$ cat config.mk
export PLATFORM = sky130hd
export DESIGN_NAME = pc_stack_unit
export DESIGN_NICKNAME = d
export VERILOG_FILES = /design/src/rtl/pc_stack_unit.sv
export SDC_FILE = /design/constraint.sdc
export NUM_CORES = 1
export LEC_CHECK = 0
export ABC_AREA = 1
export CAP_MARGIN = 20
export CORE_AREA = 5 5 106 98
export CTS_CLUSTER_DIAMETER = 30
export DETAILED_ROUTE_END_ITERATION = 6
export DIE_AREA = 0 0 111 103
export GPL_ROUTABILITY_DRIVEN = 0
export PLACE_DENSITY_LB_ADDON = 0.08
export RECOVER_POWER = 25
export SLEW_MARGIN = 20
export SYNTH_ARGS = -nofsm -noshare
export SYNTH_HDL_FRONTEND = slang
export SYNTH_SLANG_ARGS = --single-unit
export TNS_END_PERCENT = 10
$ cat constraint.sdc
create_clock -name clk -period 4.44 [get_ports clk]
set_input_delay 1.332 -clock clk [delete_from_list [all_inputs] [get_ports clk]]
set_output_delay 1.332 -clock clk [all_outputs]
set_load 0.005 [all_outputs]
$ cat src/rtl/pc_stack_unit.sv
// pc_stack_unit: fetch program counter with a return-address stack for jsb/ret.
// Overflow, underflow and push/pop collisions are latched as sticky error flags.
module pc_stack_unit #(
    parameter int ADDR_W = 12,
    parameter int DEPTH = 8,
    parameter logic [ADDR_W-1:0] RESET_PC = '0
) (
    input  logic                     clk,
    input  logic                     rst_n,
    input  logic                     stall,
    input  logic [1:0]               pc_src,
    input  logic                     stack_push,
    input  logic                     stack_pop,
    input  logic [ADDR_W-1:0]        target_addr,
    output logic [ADDR_W-1:0]        pc,
    output logic [ADDR_W-1:0]        ret_addr,
    output logic [$clog2(DEPTH):0]   depth,
    output logic                     stack_full,
    output logic                     stack_empty,
    output logic                     overflow,
    output logic                     underflow,
    output logic                     proto_err
);
    localparam int AW = $clog2(DEPTH);

    logic [ADDR_W-1:0] pc_q, pc_d, inc, top;
    logic [ADDR_W-1:0] stack_q [DEPTH];
    logic [AW:0]       depth_q, depth_d;
    logic [AW-1:0]     top_idx;
    logic              ovf_q, ovf_d, unf_q, unf_d, perr_q, perr_d;
    logic              empty, full, push_only, pop_only, push_ok, pop_ok;

    assign empty     = depth_q == '0;
    assign full      = depth_q == (AW+1)'(DEPTH);
    assign inc       = pc_q + 1'b1;
    assign top_idx   = AW'(depth_q - 1'b1);
    assign top       = stack_q[top_idx];
    assign push_only = ~stall & stack_push & ~stack_pop;
    assign pop_only  = ~stall & stack_pop & ~stack_push;
    assign push_ok   = push_only & ~full;
    assign pop_ok    = pop_only & ~empty;

    always_comb begin
        pc_d    = stall            ? pc_q :
                  pc_src == 2'b00  ? inc :
                  pc_src == 2'b01  ? target_addr :
                  pc_src == 2'b10  ? (empty ? inc : top) : pc_q;
        depth_d = push_ok ? depth_q + 1'b1 : pop_ok ? depth_q - 1'b1 : depth_q;
        ovf_d   = ovf_q | (push_only & full);
        // a return from an empty stack is an underflow whether or not it pops
        unf_d   = unf_q | (~stall & empty & (pop_only | pc_src == 2'b10));
        perr_d  = perr_q | (~stall & stack_push & stack_pop);
    end

    always_ff @(posedge clk or negedge rst_n) begin
        if (!rst_n) begin
            pc_q    <= RESET_PC;
            depth_q <= '0;
            ovf_q   <= 1'b0;
            unf_q   <= 1'b0;
            perr_q  <= 1'b0;
        end else begin
            pc_q    <= pc_d;
            depth_q <= depth_d;
            ovf_q   <= ovf_d;
            unf_q   <= unf_d;
            perr_q  <= perr_d;
        end
    end

    always_ff @(posedge clk) begin
        if (push_ok)
            stack_q[depth_q[AW-1:0]] <= inc;
    end

    assign pc          = pc_q;
    assign ret_addr    = empty ? '0 : top;
    assign depth       = depth_q;
    assign stack_full  = full;
    assign stack_empty = empty;
    assign overflow    = ovf_q;
    assign underflow   = unf_q;
    assign proto_err   = perr_q;
endmodule

# == Word level (Yosys, flattened, before mapping) ==
# Memory sizes are Yosys's and may differ from the RTL's.
# Cells that the tools add are included.
# totals
ff_bits,19
ramBits,96
input_bits,19
out_inout_bits,33
word_cells,45
n_memories,1
# classes
addsub,3
eq_ne,3
muxes,9
bitwise,19
n_reduce_logical,5
# memory_table
name,words,word_bits,read_ports,rd_clocked_by_memory_dff,write_ports,line,source
stack_q,8,12,1,0,1,27,logic [ADDR_W-1:0] stack_q [DEPTH];
# ops
op,count
2-to-1 mux 12 bit,5
adder 12 x 1 -> 12 bit (second input constant),1
bitwise AND 1 bit,10
2-to-1 mux 4 bit,2
inverter 1 bit,5
adder 4 x 1 -> 4 bit (second input constant),1
equality test 4 bit (second input constant),1
logical NOT 4 bit,1
OR 1 bit,4
subtractor 4 x 1 -> 4 bit (second input constant),1
nonzero test 3 bit,1
equality test 2 x 1 -> 1 bit (second input constant),1
equality test 2 bit (second input constant),1
logical NOT 2 bit,1
2-to-1 mux 1 bit,2
AND reduction 2 bit,1
nonzero test 2 bit,1

# == Logic depth before layout (Yosys ltp) ==
# Gate-level depths: netlist of the first run.
# depth
word_depth,6
depth_mapped,13
depth_no_buf,11

# == Worst setup path before layout of the first run ==
# Ideal clock, no wire load.
# synth_path
path_kind,register -> output
startpoint,"register depth_q[0], in the netlist depth[0]"
endpoint,output ret_addr[0]
arrival_time_ns,1.856
required_time_ns,3.108
setup_slack_ns,1.252
stages_incl_launch_ff,12
n_path_buf,4
path_cell_list,dfrtp_1 buf_2 inv_2 buf_2 ha_1 buf_4 inv_1 buf_2 nor2_1 o21ai_0 nand3_1 and3_1
# synth_via
elab_chain_cells,3
# synth_lines
element,line,source
start: declaration,28,"logic [AW:0] depth_q, depth_d;"
start signal: assignment,64,depth_q <= depth_d;
subtractor 4 x 1 -> 4 bit,-,
memory (8 x 12 bit),-,
2-to-1 mux 12 bit (*),77,assign ret_addr = empty ? '0 : top;
end: declaration,16,"output logic [ADDR_W-1:0] ret_addr,"
# Every way passes the cells marked *; elsewhere a longest branch is shown, timed or not.

# == Worst setup path after layout of the first run ==
# layout_path
startpoint,"register depth_q[1], in the netlist depth[1]"
endpoint,output ret_addr[5]
# Same word-level chain as after synthesis.

==> results.md, run 1 <==
- # port buffers: 51
- Seq pwr share: 29.8%
- CTS sink cnt: 115
- Initial core utilization: 58.9%
- Fin area: 6730 um^2
- RSZ-0062 raised after global routing: yes
- CP max stage delay: 0.48 ns
- Final #Nets: 652
- Area leader, netlist: edfxtp_1
- Power share of the combinational group: 45.9%
- CP Max Fanout: 14
- Post-synth cell types: 38
- Avg Cell Area, Syn: 9.65 um^2
- CTS root buf: clkbuf_8
- Peak VDD IR: 0.000605 V
- # diodes: 0
- Core area: 9320 um^2
- Total congestion overflow: 0
- Vias in the first global route: 4172
- Period utilization: 96.3%
- Post-Syn Nets: 591
- Site Rows: 34
- Die area: 11400 um^2
- Final-report max-slew violation count: 0
- Finished Core Util: 72.2%
- Power Dens Cells: 809 nW/um^2
- Final setup margin: 0.165 ns
- DRT antenna net count: 0
- Placed insts: 737
- First-pass DRT Iterations: 4
- Crit path capture type: output port
- Final Setup Violations: 0
- Post-CTS Setup Inserts: 0
- Most common cell after layout, fill and taps aside: nand2_1
- CP top delay family: buffers and inverters
- Yosys reg bits: 115
- Fin Clk Skew: 0.00702 ns
- Clock Path Buffers: 2
- P_int: 3.33 mW
- Initial antenna violation count: 0
- Max Cap Violations: 0
- Multi-input gate area: 1770 um^2
- Layout cells sized above 1: 10.3%
- Ports: 52
- Clock-pin slew on the worst setup and hold paths: 0.06 ns
- Layout fillers: 657
- Total CTS buffers: 17
- Final Hold Vio Count: 0
- Post-synth top area share: 52.5%
- Syn Inst Count: 569
- DP Area: 6130 um^2
- Net Sw Frac: 38.8%
- Drt initial violations: 409
- Critical path data required time: 3.11 ns
- Worst skew pair latency: 0.51 ns
- Die H: 103 um
- Area Growth Syn to Fin: 22.6%
- Via count: 4276
- Worst Setup Start Kind: flop
- Lkg Pwr: 2.76 nW
- First-pass GRT wire length: 21900 um
- Chip width: 111 um
- H-tree Lvls: 4
- Placed wire-length estimate: 8600 um
- Slew HR: 37.8%
- Largest net degree at the start of global routing: 54
- Dominant cells by area after synthesis: edfxtp_1 53%, dfrtp_1 8.7%, nand2_1 8.0%, nor2_1 6.2%, nand3_1 4.7%
- Fmax: 234 MHz
- Flip-flop and latch area: 3360 um^2
- Crit path cell chain: inv_1 -> ha_1 -> inv_1 -> nor2_1 -> o21ai_0 -> nand3_1 -> and3_1 -> clkdlybuf4s50_1
- Final cell count without fillers: 769
- Gr usage total: 25.7%
- Pre-CTS worst setup slack: 0.607 ns
- Ys Warns: 0
- WP buf/inv: 3
- CTS tree: done
- CP arrival: 2.94 ns
- Outcome: completed
- Crit path top cell by count: inv_1
- Routed wire length: 14000 um
- Synthesized area: 5490 um^2
- Worst-Margin Slew: 0.929 ns
- Register area share after synthesis: 61.2%
- Hold/Removal Path Class: reg2reg
- Setup TNS: 0 ns
- Routed len/inst: 18.3 um
- Slowest cell on the critical path: dfrtp_1
- NetSw: 2.11 mW
- Crit path time final: 4.27 ns
- Setup CP Type: reg2out
- Clock network fraction of total power: 24.3%
- Via density: 5.56
- Detailed-route DRC error count: 0
- Most frequent cells in the layout: 117 x nand2_1, 96 x edfxtp_1, 91 x nor2_1
synthesized netlist by cell type, drive strengths merged:
| cell | instances |
|---|---|
| nor2 | 93 |
| nand3 | 53 |
| o21ai | 38 |
| o22ai | 1 |
| buf | 20 |
| clkbuf | 4 |
| nand2 | 119 |
| a21oi | 19 |
| nor3 | 2 |
| dfrtp | 19 |
| xnor2 | 2 |
| inv | 59 |
| and2 | 5 |
| a31o | 1 |
| xor2 | 4 |
| o211ai | 8 |
| o21bai | 3 |
| nand4 | 10 |
| edfxtp | 96 |
| and3 | 7 |
| a21o | 1 |
| or2 | 2 |
| ha | 3 |
metrics by stage:
step	hold WS (ns)	total power [mW]
floorplan	0.451	3.08
global placement	0.438	4.07
detailed placement	0.456	4.10
CTS	0.468	5.44
global route	0.480	5.80
finish	0.465	5.44
final timing paths:
kind	from	cells past startpoint	slack, ns	to
worst max-delay path	depth[1]	8	0.17	ret_addr[5]
worst min-delay path	overflow	1	0.46	overflow
worst max register to register	depth[1]	11	2.05	pc[7]
worst min register to register	overflow	1	0.46	overflow
max in group asynchronous	rst_n	1	2.53	pc[6]
min in group asynchronous	rst_n	1	1.34	underflow
cells by family (layout without fill, tap and decap cells):
logic type / after synthesis / count (layout) / synth area share [%]
simple gates: 291 / 291 / 22.7
flops: 115 / 115 / 61.2
buf+inv: 83 / 157 / 6.98
compound gates: 71 / 71 / 7.32
xor+xnor: 6 / 6 / 1.09
fa+ha+maj: 3 / 3 / 0.684
what timing repair did:
item	4_1_cts	5_1_grt
endpoints found under the setup margin	0	9
endpoints found under the hold margin	0	0
hold buffers	0	0
gates resized for setup	0	1
power groups by stage:
stage	combinational [mW]	clock (mW)	sequential (mW)
after CTS	2.49	1.33	1.61
after detailed placement	2.47	0	1.63
final	2.50	1.32	1.62
after floorplan	1.48	0	1.60
after global routing	2.77	1.39	1.64
after global placement	2.45	0	1.63
metal layers:
metal	wire, um	part of all wire, %	vias up	GRT usage, %
met5	0	0	-	0
met4	207	1.5	0	10.2
met3	1200	8.6	17	6.69
met2	6890	49	186	42.8
met1	5730	41	2043	32.6
li1	-	-	2030	-
layout make-up:
type                       instances  share of cell area (%)
multi-input combinational        371                    26.3
inverter                          59                    3.44
timing repair buffer              66                    9.26
tap                              126                    2.34
clock buffer                      22                    7.36
clock inverter                    10                    1.43
sequential                       115                    49.9
state kept, by name (all words and copies together) (netlist names):
name / flops
stack_q: 96
pc: 12
depth: 4
overflow: 1
proto_err: 1
underflow: 1
Power figures use the tool's default switching activity.
==> run 2, diff against run 1 <==
--- a/config.mk
+++ b/config.mk
@@ -14,6 +14,7 @@
 export GPL_ROUTABILITY_DRIVEN = 0
 export PLACE_DENSITY_LB_ADDON = 0.08
 export RECOVER_POWER = 25
+export SKIP_CTS_REPAIR_TIMING = 1
 export SLEW_MARGIN = 20
 export SYNTH_ARGS = -nofsm -noshare
 export SYNTH_HDL_FRONTEND = slang
==> constraint.sdc (replaced) <==
create_clock -name clk -period 4.44 [get_ports clk]
set_input_delay 1.332 -clock clk [delete_from_list [all_inputs] [get_ports clk]]
set_output_delay 1.332 -clock clk [all_outputs]
set_load 0.02 [all_outputs]
==> results.md, run 2 (synthesis results as in run 1) <==
- Outcome: completed
- Hold/Removal Path Class: reg2reg
- Finished Core Util: 72.1%
- Chip width: 111 um
- Layout fillers: 679
- Power share of the combinational group: 50.0%
- Drt initial violations: 385
- Die area: 11400 um^2
- Largest net degree at the start of global routing: 54
- Via density: 5.64
- Most common cell after layout, fill and taps aside: nand2_1
- Crit path time final: 4.28 ns
- Via count: 4345
- CP arrival: 2.95 ns
- Fmax: 234 MHz
- Initial antenna violation count: 0
- Peak VDD IR: 0.000648 V
- GRT Max-Usage Layer: met2
- Met2 usage in global routing: 43.4%
- Power Dens Cells: 853 nW/um^2
- CTS tree: done
- First-pass GRT wire length: 21700 um
- Critical path origin: depth[1]
- Setup CP Type: reg2out
- Final #Nets: 654
- Worst R2R End: stack_q[1][5]
- Hold Slack: 0.465 ns
- Critical path endpoint: ret_addr[0]
- H-tree Lvls: 4
- Clock network fraction of total power: 21.7%
- Initial core utilization: 58.9%
- Layout cells sized above 1: 10.5%
- Max Cap Violations: 0
- Total congestion overflow: 0
- R2R depth: 8
- Detailed-route DRC error count: 0
- Worst reg2reg path startpoint: depth[1]
- Placed wire-length estimate: 8850 um
- Period utilization: 96.4%
- Area Growth Syn to Fin: 22.3%
- Total CTS buffers: 17
- Lkg Pwr: 2.77 nW
- # diodes: 0
- Gr usage total: 25.5%
- P_int: 3.31 mW
- First-pass DRT Iterations: 6
- Final setup margin: 0.161 ns
- Routed wire length: 14200 um
- Crit path capture type: output port
- GR Layer Usage met1: 33.1%
- Slew HR: 36.4%
- Met3 GRT Util: 5.28%
- Fin Clk Skew: 0.00908 ns
- Critical path data required time: 3.11 ns
- Die H: 103 um
- Clock Path Buffers: 2
- Core area: 9320 um^2
- Final-report max-slew violation count: 0
- Ports: 52
- Seq pwr share: 28.3%
- Hold-critical path depth: 1
- CTS sink cnt: 115
- Worst Setup Start Kind: flop
- Routed len/inst: 18.5 um
- CTS root buf: clkbuf_8
- DRT antenna net count: 0
- Clock-pin slew on the worst setup and hold paths: 0.06 ns
- # port buffers: 51
- Worst skew pair latency: 0.51 ns
- NetSw: 2.42 mW
- Final Setup Violations: 0
- R2R setup slack: 2.25 ns
- Net Sw Frac: 42.2%
- CP Max Fanout: 25
- Vias in the first global route: 4093
- Worst-Margin Slew: 0.950 ns
- Max reg flops: 96
- Final Hold Vio Count: 0
- Site Rows: 34
- Most frequent cells in the layout: 117 x nand2_1, 96 x edfxtp_1, 91 x nor2_1
- Pre-CTS worst setup slack: 0.554 ns
run 2: changes by cell type in the layout (fill, tap and decap cells not counted), sizes merged:
cell,change
buf,+2
clkdlybuf4s50,-2
dlymetal6s2s,+2
inv,-2
clkbuf,+1
clkinv,+1
run 2: routing by layer:
layer / wire length [um] / vias up
li1: - / 2033
met4: 140 / 0
met5: 0 / -
met3: 1110 / 15
met1: 5830 / 2061
met2: 7170 / 236
run 2: how the worst min path moves through the flow:
stage / to / startpoint / slack [ns]
after floorplan: overflow / overflow / 0.57
after global placement: overflow / overflow / 0.44
after detailed placement: overflow / overflow / 0.46
after CTS: overflow / overflow / 0.47
after global routing: underflow / underflow / 0.48
final: overflow / overflow / 0.47
run 2: worst max-delay path, cell delays in order (launching register included):
cell	delay [ns]
dfrtp_1	0.45
inv_1	0.19
ha_2	0.34
buf_6	0.20
nor2_1	0.16
o21ai_0	0.15
o211ai_1	0.15
and3_1	0.19
clkdlybuf4s50_1	0.61
run 2: final cells by class:
cell class | count | area, um^2 | share of cell area, %
clock inverters | 9 | 81.3 | 1.21
inverters | 59 | 235 | 3.50
repair buffers | 68 | 647 | 9.63
flip-flops and latches | 115 | 3360 | 50.0
multi-input cells | 371 | 1770 | 26.3
well taps | 126 | 158 | 2.35
clock buffers | 23 | 467 | 6.95
run 2: power by group through the flow:
stage               logic (mW)  registers [mW]  clock network (mW)
finish                    2.86            1.62                1.24
global route              3.12            1.64                1.30
CTS                       2.82            1.61                1.25
detailed placement        2.78            1.63                   0
global placement          2.74            1.63                   0
floorplan                 1.69            1.69                   0
run 2: through the flow:
stage	cell area, um^2	setup TNS [ns]	cells	power, mW
after floorplan	5490	0	569	3.38
after global placement	6130	0	737	4.37
after detailed placement	6130	0	737	4.42
after CTS	6680	0	769	5.68
after global routing	6720	-0.0143	771	6.06
final	6720	0	771	5.73
==> run 3, diff against run 2 <==
--- a/config.mk
+++ b/config.mk
@@ -7,10 +7,10 @@
 export LEC_CHECK = 0
 export ABC_AREA = 1
 export CAP_MARGIN = 20
-export CORE_AREA = 5 5 106 98
+export CORE_AREA = 2 2 103 95
 export CTS_CLUSTER_DIAMETER = 30
 export DETAILED_ROUTE_END_ITERATION = 6
-export DIE_AREA = 0 0 111 103
+export DIE_AREA = 0 0 105 97
 export GPL_ROUTABILITY_DRIVEN = 0
 export PLACE_DENSITY_LB_ADDON = 0.08
 export RECOVER_POWER = 25
==> results.md, run 3 (synthesis results as in run 1) <==
- Layout cells sized above 1: 11.1%
- Final-report max-slew violation count: 0
- Via density: 5.67
- Tot Pwr: 5.93 mW
- Outcome: completed
- Die area: 10200 um^2
- Area Growth Syn to Fin: 23.9%
- Clock network fraction of total power: 23.7%
- Drt initial violations: 436
- Pre-CTS worst setup slack: 0.582 ns
- Worst reg2reg path startpoint: depth[1]
- Slew HR: 36.9%
- Net Sw Frac: 41.2%
- Chip width: 105 um
- Largest net degree at the start of global routing: 54
- Clock Path Buffers: 2
- Site Rows: 33
- Max reg flops: 96
- CTS sink cnt: 115
- Period utilization: 97.1%
- First-pass GRT wire length: 21900 um
- Most frequent cells in the layout: 117 x nand2_1, 96 x edfxtp_1, 91 x nor2_1
- R2R setup slack: 2.28 ns
- Fin Clk Skew: 0.00588 ns
- Seq pwr share: 27.3%
- # port buffers: 51
- Placed wire-length estimate: 8700 um
- Final Hold Vio Count: 0
- Worst Setup Start Kind: flop
- Crit path capture type: output port
- Max Cap Violations: 0
- Routed wire length: 13800 um
- Clock-pin slew on the worst setup and hold paths: 0.06 ns
- Setup CP Type: reg2out
- Initial antenna violation count: 0
- Total congestion overflow: 0
- R2R depth: 8
- Vias in the first global route: 4222
- CP arrival: 2.98 ns
- Critical path endpoint: ret_addr[5]
- Final setup margin: 0.128 ns
- Crit path time final: 4.31 ns
- Hold/Removal Path Class: reg2reg
- RSZ-0062 raised after global routing: no
- NetSw: 2.44 mW
- Final #Nets: 656
- Gr usage total: 28.4%
- Setup TNS: 0 ns
- Power Dens Cells: 872 nW/um^2
- Via count: 4358
- Final Setup Violations: 0
- Fmax: 232 MHz
- Critical path data required time: 3.11 ns
- Total CTS buffers: 17
- H-tree Lvls: 4
- Worst-Margin Slew: 0.943 ns
- CTS root buf: clkbuf_8
- Worst skew pair latency: 0.51 ns
- Peak VDD IR: 0.000698 V
- P_int: 3.48 mW
- DRT antenna net count: 0
- Initial core utilization: 61.0%
- Detailed-route DRC error count: 0
- CP Max Fanout: 19
- Routed len/inst: 17.9 um
- Power share of the combinational group: 49.0%
- Die H: 97 um
- Critical path origin: depth[1]
- First-pass DRT Iterations: 5
- Worst R2R End: stack_q[1][8]
- CTS tree: done
- # diodes: 0
- Most common cell after layout, fill and taps aside: nand2_1
- Core area: 9000 um^2
- Lkg Pwr: 2.78 nW
- Ports: 52
==> run 3: cell count changes in the layout (fill, tap and decap cells not counted), moves of 2 or more <==
cell and delta:
clkinv_2 -4, clkbuf_8 -3, clkbuf_1 -2, bufinv_16 +3
clkinvlp_4 +2, inv_6 +4, clkdlybuf4s50_1 +2, dlymetal6s2s_1 -2
==> run 3: metrics by stage <==
stage               hold WS, ns  cell area, um^2  cells  util (%)
global route              0.489             6800    769      75.5
detailed placement        0.461             6120    733      68.0
global placement          0.439             6120    733      68.0
finish                    0.475             6800    769      75.5
CTS                       0.474             6740    765      74.9
floorplan                 0.565             5490    569         -
==> run 3: metal layers <==
| metal | track usage, % | wire (um) |
|---|---|---|
| met1 | 39.3 | 5680 |
| met2 | 44.0 | 6540 |
| met3 | 6.74 | 1250 |
| met4 | 10.7 | 287 |
| met5 | 0 | 0 |
==> run 3: worst max-delay path, cell delays in order (launching register included) <==
cell and delay (ns):
dfrtp_1 0.46, inv_1 0.17, ha_4 0.36, buf_6 0.20, o21ai_0 0.14, o211ai_1 0.30
and3_1 0.21, clkdlybuf4s50_1 0.61
==> run 3: final cells by class <==
cell class | instances | area, um^2
multi-input cells | 371 | 1780
flip-flops and latches | 115 | 3360
clock inverters | 14 | 201
well taps | 122 | 153
repair buffers | 70 | 654
fillers | 665 | 2200
inverters | 59 | 235
clock buffers | 18 | 418
==> run 3: power groups by stage <==
stage | logic, mW | clock network, mW | registers [mW]
2_1_floorplan | 1.69 | 0 | 1.69
3_3_place_gp | 2.71 | 0 | 1.63
3_5_place_dp | 2.77 | 0 | 1.63
4_1_cts | 2.80 | 1.41 | 1.61
5_1_grt | 3.14 | 1.47 | 1.63
6_report | 2.90 | 1.41 | 1.62
==> run 3: worst min path at each step <==
stage	slack, ns	endpoint	from	cells after the start
after floorplan	0.57	overflow	overflow	1
after global placement	0.44	overflow	overflow	1
after detailed placement	0.46	underflow	underflow	1
after CTS	0.47	underflow	underflow	1
after global routing	0.49	proto_err	proto_err	1
final	0.47	underflow	underflow	1
